===== src/rtl/led_pkg.sv =====
// Shared mode encoding for the LED blinker bank and its channels.
// Constants only; no timing or flow control of its own.
package led_pkg;

  localparam int MODE_W = 2;

  typedef enum logic [MODE_W-1:0] {
    MODE_OFF   = 2'd0,
    MODE_ON    = 2'd1,
    MODE_BLINK = 2'd2,
    MODE_BURST = 2'd3
  } mode_e;

  function automatic logic is_toggling(input mode_e m);
    return (m == MODE_BLINK) || (m == MODE_BURST);
  endfunction

endpackage


===== src/rtl/led_blink_chan.sv =====
// One LED channel: OFF / ON / continuous BLINK / finite BURST, stepped by a shared tick.
// Load is visible on led/busy one cycle later; no backpressure, a load always wins over a tick.
module led_blink_chan
  import led_pkg::*;
#(
  parameter int CNT_W   = 16,
  parameter int BURST_W = 4
) (
  input  logic               CLK,
  input  logic               RST,
  input  logic               tick,
  input  logic               load,
  input  logic [MODE_W-1:0]  mode,
  input  logic [CNT_W-1:0]   half,
  input  logic [BURST_W-1:0] burst,
  output logic               led,
  output logic               busy
);

  mode_e              mode_q;
  logic [CNT_W-1:0]   half_q;
  logic [CNT_W-1:0]   phase_q;
  logic [BURST_W-1:0] rem_q;
  logic               wrap;

  assign wrap = (phase_q == half_q - CNT_W'(1));

  always_ff @(posedge CLK) begin
    if (RST) begin
      mode_q  <= MODE_OFF;
      half_q  <= '0;
      phase_q <= '0;
      rem_q   <= '0;
      led     <= 1'b0;
      busy    <= 1'b0;
    end else if (load) begin
      half_q  <= (half == '0) ? CNT_W'(1) : half;
      phase_q <= '0;
      rem_q   <= burst;
      case (mode_e'(mode))
        MODE_ON: begin
          mode_q <= MODE_ON;
          led    <= 1'b1;
          busy   <= 1'b0;
        end
        MODE_BLINK: begin
          mode_q <= MODE_BLINK;
          led    <= 1'b1;
          busy   <= 1'b0;
        end
        MODE_BURST: begin
          // An empty burst has nothing to show, so it parks the channel dark.
          mode_q <= (burst == '0) ? MODE_OFF : MODE_BURST;
          led    <= (burst != '0);
          busy   <= (burst != '0);
        end
        default: begin
          mode_q <= MODE_OFF;
          led    <= 1'b0;
          busy   <= 1'b0;
        end
      endcase
    end else if (tick && is_toggling(mode_q)) begin
      if (wrap) begin
        phase_q <= '0;
        led     <= ~led;
        // A burst cycle completes on its falling edge; the last one retires the channel.
        if (mode_q == MODE_BURST && led) begin
          rem_q <= (rem_q == '0) ? '0 : rem_q - BURST_W'(1);
          if (rem_q <= BURST_W'(1)) begin
            mode_q <= MODE_OFF;
            busy   <= 1'b0;
          end
        end
      end else begin
        phase_q <= phase_q + CNT_W'(1);
      end
    end
  end

endmodule


===== src/rtl/led_blink_bank.sv =====
// Bank of NUM_CH programmable LED blinkers sharing one free-running prescaler tick.
// Config writes land on LED/BUSY one cycle later; writes are never stalled, out-of-range channels are dropped.
module led_blink_bank
  import led_pkg::*;
#(
  parameter int  NUM_CH   = 4,
  parameter int  PRESCALE = 12500,
  parameter int  CNT_W    = 16,
  parameter int  BURST_W  = 4,
  localparam int CH_W     = (NUM_CH > 1) ? $clog2(NUM_CH) : 1
) (
  input  logic               CLK,
  input  logic               RST,
  input  logic               WR_EN,
  input  logic [CH_W-1:0]    WR_CH,
  input  logic [1:0]         WR_MODE,
  input  logic [CNT_W-1:0]   WR_HALF,
  input  logic [BURST_W-1:0] WR_BURST,
  output logic [NUM_CH-1:0]  LED,
  output logic [NUM_CH-1:0]  BUSY
);

  localparam int PS_W = $clog2(PRESCALE);

  logic [PS_W-1:0]   ps_cnt;
  logic              tick;
  logic [NUM_CH-1:0] load;

  assign tick = (ps_cnt == PS_W'(PRESCALE - 1));

  // Free-running so every channel sees the same tick grid regardless of writes.
  always_ff @(posedge CLK) begin
    if (RST) begin
      ps_cnt <= '0;
    end else if (tick) begin
      ps_cnt <= '0;
    end else begin
      ps_cnt <= ps_cnt + PS_W'(1);
    end
  end

  for (genvar i = 0; i < NUM_CH; i++) begin : g_chan
    assign load[i] = WR_EN && (int'(WR_CH) == i) && (int'(WR_CH) < NUM_CH);

    led_blink_chan #(
      .CNT_W   (CNT_W),
      .BURST_W (BURST_W)
    ) u_chan (
      .CLK   (CLK),
      .RST   (RST),
      .tick  (tick),
      .load  (load[i]),
      .mode  (WR_MODE),
      .half  (WR_HALF),
      .burst (WR_BURST),
      .led   (LED[i]),
      .busy  (BUSY[i])
    );
  end

endmodule


===== config.mk =====
export PLATFORM = sky130hd
export DESIGN_NAME = led_blink_bank
export DESIGN_NICKNAME = d
export VERILOG_FILES = /design/src/rtl/led_pkg.sv /design/src/rtl/led_blink_chan.sv /design/src/rtl/led_blink_bank.sv
export SDC_FILE = /design/constraint.sdc
export NUM_CORES = 1
export LEC_CHECK = 0
export BUFFER_PORTS_ARGS = -buffer_cell sky130_fd_sc_hd__buf_4
export CAP_MARGIN = 20
export CORE_MARGIN = 4
export CORE_UTILIZATION = 45
export DETAILED_ROUTE_END_ITERATION = 8
export PLACE_DENSITY_LB_ADDON = 0.3
export SKIP_CTS_REPAIR_TIMING = 1
export SYNTH_ARGS = -nofsm -noshare
export SYNTH_HDL_FRONTEND = slang
export SYNTH_SLANG_ARGS = --single-unit

===== constraint.sdc =====
create_clock -name CLK -period 3.7 [get_ports CLK]
set_input_delay 0.185 -clock CLK [delete_from_list [all_inputs] [get_ports CLK]]
set_output_delay 0.185 -clock CLK [all_outputs]
set_load 0.05 [all_outputs]

### Word level (Yosys, flattened, before mapping)

Index checks and enable logic that the tools add are counted.

| word-level totals | value |
|---|---|
| register bits after elaboration | 174 |
| input port bits | 27 |
| logic and storage cells | 204 |

| operators by class | value |
|---|---|
| add/sub/neg operators | 13 |
| $lt $le $gt $ge | 4 |
| equality and inequality tests | 19 |
| mux-type cells | 81 |
| bitwise operators | 4 |
| reductions and logical operators | 58 |

Operators with widths:

| cell | count |
|---|---|
| 16-bit 2-to-1 mux | 5 |
| 4-bit 2-to-1 mux | 20 |
| 16-bit by 1-bit adder with 16-bit output, second input constant | 4 |
| 16-bit equality test | 4 |
| 16-bit by 1-bit subtractor with 16-bit output, second input constant | 4 |
| 2-bit 2-to-1 mux | 21 |
| 1-bit 2-to-1 mux | 33 |
| 2-bit nonzero test | 16 |
| 2-bit equality test, second input constant | 12 |
| 4-bit logical NOT | 5 |
| 4-bit by 1-bit <= comparator with 1-bit output, second input constant | 4 |
| 16-bit logical NOT | 1 |
| 4-bit AND reduction | 4 |
| 4-bit by 1-bit subtractor with 4-bit output, second input constant | 4 |
| 14-bit by 1-bit adder with 14-bit output, second input constant | 1 |
| 14-bit equality test, second input constant | 1 |
| 1-bit logical AND | 12 |
| 3-bit AND reduction | 4 |
| 2-bit OR reduction | 6 |
| 2-bit AND reduction | 4 |
| 2-bit one-hot mux with 3 select lines | 1 |
| 2-bit by 1-bit equality test with 1-bit output, second input constant | 2 |
| 1-bit logical OR | 4 |
| 1-bit NOT | 4 |
| other kinds (3) | 3 |

### Logic depth before layout (Yosys ltp)

Gate-level depths: netlist of the first run.

| depth | value |
|---|---|
| word-level depth | 6 |
| gate-level depth with buffers | 13 |
| depth with buffers taken out | 10 |

### By module

From an unflattened synthesis of the first run, not the netlist that was laid out.

| second synthesis, totals | value |
|---|---|
| cells, all modules | 1165 |
| area, all modules | 10512.6 µm² |

Modules (own cells, without submodules):

| module | instances | cells each | area each (µm²) | sequential area each (µm²) |
|---|---|---|---|---|
| led_blink_chan at g_chan[0].u_chan ... | 3 | 273 | 2492.4 | 800.8 |
| led_blink_chan at g_chan[3].u_chan | 1 | 268 | 2356.0 | 800.8 |
| led_blink_bank | 1 | 78 | 679.4 | 280.3 |

### Worst setup path before layout of the first run

Ideal clock, no wire load.

| timing | value |
|---|---|
| path kind | register -> register |
| from | register g_chan[3].u_chan.half_q[0] |
| to | register g_chan[3].u_chan.rem_q[1] |
| library setup time | 0.091 ns |
| arrival time | 3.450 ns |
| setup slack | 0.159 ns |
| stages on the path, launching flop included | 13 |
| period minus slack after synthesis | 3.541 ns |
| cells stage by stage | dfxtp_1 -> inv_1 -> ha_1 -> or4b_2 -> clkbuf_1 -> or3_2 -> a21oi_1 -> o21ai_0 -> a2111o_1 -> or2_1 -> clkbuf_2 -> or4_1 -> a311oi_1 |

| on the way | value |
|---|---|
| cells in the longest elaborated chain, start to end | 4 |

Ends and longest elaborated chain:

| what | line | RTL |
|---|---|---|
| start: declaration | led_blink_chan.sv:21 | `logic [CNT_W-1:0] half_q;` |
| start signal: assignment | led_blink_chan.sv:37 | `half_q <= (half == '0) ? CNT_W'(1) : half;` |
| 16-bit by 1-bit subtractor with 16-bit output | led_blink_chan.sv:26 | `assign wrap = (phase_q == half_q - CNT_W'(1));` |
| 16-bit equality test | led_blink_chan.sv:26 |  |
| 2-bit nonzero test (no source line) | -- |  |
| 3-bit AND reduction (no source line) | -- |  |
| end signal: assignment | led_blink_chan.sv:39 | `rem_q <= burst;` |
| end signal: assignment | led_blink_chan.sv:69 | `rem_q <= (rem_q == '0) ? '0 : rem_q - BURST_W'(1);` |
| end: declaration | led_blink_chan.sv:23 | `logic [BURST_W-1:0] rem_q;` |

No other way between the ends.
A chain may end at the register's enable or synchronous reset.

### Final worst setup path of the first run

| timing | value |
|---|---|
| from | register g_chan[3].u_chan.half_q[6] |
| to | register g_chan[3].u_chan.rem_q[1] |

Same word-level chain as after synthesis.

==> flow_summary.ini, run 1 <==
[worst_setup_path]
crit_arrival_ns = 3.81
crit_path_start_kind = flop
critPathKind = reg -> reg
reg2reg_depth = 7
end_kind = flop
timing.rr.start = g_chan[3].u_chan.half_q[6]$_SDFFE_PP0P_
reg2reg_setup_slack_ns = 0.23
cp.required_ns = 4.04
cp_max_fo = 7
rr_endpoint = g_chan[3].u_chan.rem_q[1]$_SDFFE_PP0P_

[drt]
drtIter0Drc = 665
firstDrtPassIters = 5
ant_nets = 0
drc = 0
avgRoutedWirePerCell_um = 16.0
via_per_inst = 5.66
vias = 8602
routed_wl_um = 24400

[clock_network]
path_clk_slew_ns = 0.07
cts_tree = done
insertion_delay_ns = 0.44
cts_sinks = 174
clk_path_buf_depth = 2
cts_buffers = 17
htreeDepth = 4
root_buffer = clkbuf_16

[synthesis]
yosys_warnings = 0
ys_types = 77
syn_area_um2 = 9620
yosys_register_bits = 174
synthCells = 1230
synth_nets = 1268
synthArstFlopShare = 0
synth_edf_count = 0
seq_area_frac_synth = 0.362
synth_ff_type = dfxtp_1
postSynthAreaPerCell_um2 = 7.82

[place]
dp_hpwl_um = 17200
preCtsSetupSlack_ns = 0.110
io_buffers = 34
finalWeightedCongestion = 0.907

[final_layout]
fillers = 2007
final_common_cell = nand2_1
layout.nets = 1271
layout-drive-gt1-share = 0.0971
layout_common_cells = nand2_1, dfxtp_1, nor2_1
n_antenna_cell = 0
syn_to_final_growth_pct = 11.2

[pwr]
static-leakage-power_nw = 3.78
p_per_area_nw_per_um2 = 403
max-vdd-ir-drop_uv = 292

[grt]
antenna_found_initial = 0
met3_usage = 0.0341
use_met2 = 0.322
grt_overflow_total = 0
grt_busiest_layer = met2
grt.met1_usage = 0.289
grt_first_pass_wirelength_um = 40200
grt_max_degree = 63
grt_pass1_vias = 7722
grt_use_total = 0.205

[floorplan]
die-height_um = 154
initial_core_util = 0.458
core_um2 = 21000
fp-row-count = 53
die_area_um2 = 23800
ioPinCount = 35
fp.dieW_um = 154

[timing]
worst_hold_slack_ns = 0.0379
fmaxAchievable_ghz = 0.289
max_slew_margin = 0.315
min_period_over_period = 0.937
final.setup.worst_slack_ns = 0.235
slew_violations = 0
hold_viol = 0
setup_viol = 0
max_slew.worst_pin.slew_ns = 1.02
final.min_clock_period_ns = 3.47
fin_tns_setup_ns = 0
final.setup_skew_ns = 0.00948
rsz0062_at_grt = false

[min_path]
worstHoldStart = WR_BURST[3]
min_path_cells = 3
min_path_type = in -> reg
whs_endpoint = g_chan[2].u_chan.rem_q[3]$_SDFFE_PP0P_

[status]
status = finished, final reports clean

[job]
maxCapViolCount = 0
through the flow:
stage / total power [mW] / area, um2 / std cells / util
2_1_floorplan: 2.38 / 9620 / 1230 / -
5_1_grt: 4.50 / 10700 / 1521 / 0.509
3_3_place_gp: 2.53 / 10100 / 1488 / 0.479
4_1_cts: 4.34 / 10700 / 1520 / 0.507
6_report: 4.31 / 10700 / 1521 / 0.509
3_5_place_dp: 2.54 / 10100 / 1488 / 0.479
Yosys cell counts, drive strengths merged (21+ instances only):
cell type	count	area [um2]
nand2	185	694
dfxtp	174	3480
nor2	158	593
xnor2	81	709
a21oi	80	400
xor2	68	596
clkbuf	61	230
nand3	45	225
nor3	36	180
o21ai	26	130
nor4	23	156
inv	22	82.6
nand4	21	131
worst max-delay path by stage:
stage	to	start
global placement	g_chan[3].u_chan.rem_q[1]$_SDFFE_PP0P_	g_chan[3].u_chan.half_q[1]$_SDFFE_PP0P_
CTS	g_chan[3].u_chan.rem_q[1]$_SDFFE_PP0P_	g_chan[3].u_chan.half_q[1]$_SDFFE_PP0P_
floorplan	g_chan[3].u_chan.rem_q[1]$_SDFFE_PP0P_	g_chan[3].u_chan.half_q[0]$_SDFFE_PP0P_
global route	g_chan[3].u_chan.rem_q[1]$_SDFFE_PP0P_	g_chan[3].u_chan.half_q[1]$_SDFFE_PP0P_
finish	g_chan[3].u_chan.rem_q[1]$_SDFFE_PP0P_	g_chan[3].u_chan.half_q[6]$_SDFFE_PP0P_
detailed placement	g_chan[3].u_chan.rem_q[1]$_SDFFE_PP0P_	g_chan[3].u_chan.half_q[1]$_SDFFE_PP0P_
flip-flops by register name, summed over array words and instances, names as in the netlist:
name                   cells
ps_cnt                    14
g_chan.u_chan.rem_q       16
g_chan.u_chan.phase_q     64
g_chan.u_chan.busy         4
g_chan.u_chan.led          4
g_chan.u_chan.mode_q       8
g_chan.u_chan.half_q      64
metal layers:
metal / part of all wire / vias to the layer above
li1: - / 4301
met4: 0.020 / 0
met5: 0 / -
met1: 0.48 / 4070
met3: 0.043 / 37
met2: 0.46 / 194
power by group:
part	total (mW)	internal, mW	switching, mW	leakage (nW)
clock network	1.80	1.01	0.790	0.288
logic	0.541	0.227	0.314	2.08
registers	1.97	1.92	0.0569	1.41
total	4.31	3.15	1.16	3.78
worst max-delay path, cell delays in order, from the launching register on:
cell      delay (ns)
dfxtp_1         0.36
or4_4           0.54
or4_4           0.48
or4_4           0.53
a2111o_1        0.44
or2_1           0.30
or4_1           0.47
a311oi_1        0.25
cell type report:
cell class                 instances  area, um2  share of cell area
multi-input combinational        963       5800               0.542
sequential                       174       3480               0.325
clock buffer                      18        429              0.0401
timing repair buffer              55        413              0.0386
tap                              275        344              0.0321
clock inverter                    14        155              0.0145
inverter                          22       82.6             0.00771
cell families after synthesis:
family	share of synthesized area
simple gates	0.298
fa+ha+maj	0.0143
mux	0.0131
flops	0.362
buf+inv	0.0397
compound gates	0.137
xor+xnor	0.136
(Power assumes the default switching activity.)
==> inputs of run 2 (changes only) <==
- CTS_BUF_LIST: default -> sky130_fd_sc_hd__clkbuf_2 sky130_fd_sc_hd__clkbuf_4 sky130_fd_sc_hd__clkbuf_8
==> run 2 against run 1 <==
Compared with the run above:
- first-iteration DRC count decreased by 8.6%
- core utilization decreased by 0.56 points
- worst hold slack got worse by 0.035 ns
- highest routed layer unchanged
- critical path type unchanged
- flip-flop and latch count unchanged
- via count decreased by 0.24%
- non-clock buffer count increased by 7
- combinational power increased by 1%
==> flow_summary.ini, run 2 (same netlist as run 1, synthesis figures left out) <==
[final_layout]
layout_common_cells = nand2_1, dfxtp_1, nor2_1
n_antenna_cell = 0
layout-drive-gt1-share = 0.0974
layout.nets = 1278
final_common_cell = nand2_1
top_regs = g_chan.u_chan.half_q (64), g_chan.u_chan.phase_q (64), g_chan.u_chan.rem_q (16)
syn_to_final_growth_pct = 10.0

[drt]
wl_met1_um = 11600
routed_wl_um = 24400
vias = 8581
drc = 0
ant_nets = 0
highest_layer = met4
drtIter0Drc = 608
via_per_inst = 5.62
wl_met2_um = 11200
met3_length_um = 1110
avgRoutedWirePerCell_um = 15.9
firstDrtPassIters = 5

[timing]
slew_violations = 0
max_slew_margin = 0.323
final.setup_skew_ns = 0.0156
fin_tns_setup_ns = 0
final.min_clock_period_ns = 3.49
setup_viol = 0
min_period_over_period = 0.943
hold_viol = 0
max_slew.worst_pin.slew_ns = 1.01
rsz0062_at_grt = false
fmaxAchievable_ghz = 0.287

[clock_network]
root_buffer = clkbuf_8
cts_buffers = 17
path_clk_slew_ns = 0.10
clk_path_buf_depth = 2
insertion_delay_ns = 0.48
cts_sinks = 174
htreeDepth = 4
cts_tree = done

[job]
maxCapViolCount = 0

[floorplan]
fp-row-count = 53
die-height_um = 154
core_um2 = 21000
fp.dieW_um = 154
ioPinCount = 35
initial_core_util = 0.458
die_area_um2 = 23800

[grt]
antenna_found_initial = 0
grt_first_pass_wirelength_um = 40100
grt_overflow_total = 0
grt_max_degree = 63
grt_pass1_vias = 7725
grt_use_total = 0.204

[worst_setup_path]
end_kind = flop
cp_max_fo = 10
cp.required_ns = 4.10
critPathKind = reg -> reg
crit_path_start_kind = flop
crit_arrival_ns = 3.89

[pwr]
static-leakage-power_nw = 3.73
p_per_area_nw_per_um2 = 366
total_power_mw = 3.88
max-vdd-ir-drop_uv = 212

[min_path]
min_path_type = in -> reg

[place]
io_buffers = 34
dp_hpwl_um = 17200
finalWeightedCongestion = 0.907

[status]
status = finished, final reports clean
-- run 2: power breakdown --
part           internal [mW]  total [mW]  switching [mW]
clock                  0.620        1.36           0.742
sequential              1.91        1.97          0.0568
combinational          0.232       0.547           0.315
-- run 2: cell type report --
type	count	area, um2
clock buffers	18	241
well taps	275	344
multi-input cells	963	5800
repair buffers	62	483
flip-flops and latches	174	3480
clock inverters	14	155
fillers	2035	10400
inverters	22	82.6
-- run 2: metal layers --
layer / global-route usage / vias up
li1: - / 4310
met1: 0.288 / 4052
met2: 0.318 / 189
met3: 0.0355 / 30
met4: 0.0652 / 0
met5: 0 / -
-- run 2: final timing paths --
check                           depth (start not counted)                                       end  slack (ns)                                startpoint
worst max-delay path                                   10    g_chan[2].u_chan.rem_q[2]$_SDFFE_PP0P_        0.21   g_chan[2].u_chan.half_q[0]$_SDFFE_PP0P_
worst max register to register                         10    g_chan[2].u_chan.rem_q[2]$_SDFFE_PP0P_        0.21   g_chan[2].u_chan.half_q[0]$_SDFFE_PP0P_
worst min-delay path                                    3  g_chan[0].u_chan.half_q[11]$_SDFFE_PP0P_       0.003                               WR_HALF[11]
worst min register to register                          2  g_chan[2].u_chan.half_q[15]$_SDFFE_PP0P_        0.47  g_chan[2].u_chan.half_q[15]$_SDFFE_PP0P_
-- run 2: per-stage QoR --
stage / util / hold WS [ns] / std cells / instance area [um2] / worst slack, ns
after floorplan: - / 0.321 / 1230 / 9620 / 0.159
after global placement: 0.479 / 0.450 / 1488 / 10100 / 0.181
after detailed placement: 0.479 / 0.460 / 1488 / 10100 / 0.110
after CTS: 0.498 / -0.0374 / 1520 / 10500 / 0.0768
after global routing: 0.504 / 0.00191 / 1528 / 10600 / 0.0379
final: 0.504 / 0.00334 / 1528 / 10600 / 0.212
-- run 2: worst max-delay path, stage by stage, from the launching register on --
cell       delay, ns
dfxtp_1         0.36
inv_1           0.07
ha_2            0.24
nor4b_1         0.47
a41oi_1         0.22
nor4_1          0.29
o2111ai_1       0.17
or4_1           0.56
or2_2           0.40
or3_1           0.39
a311oi_1        0.24
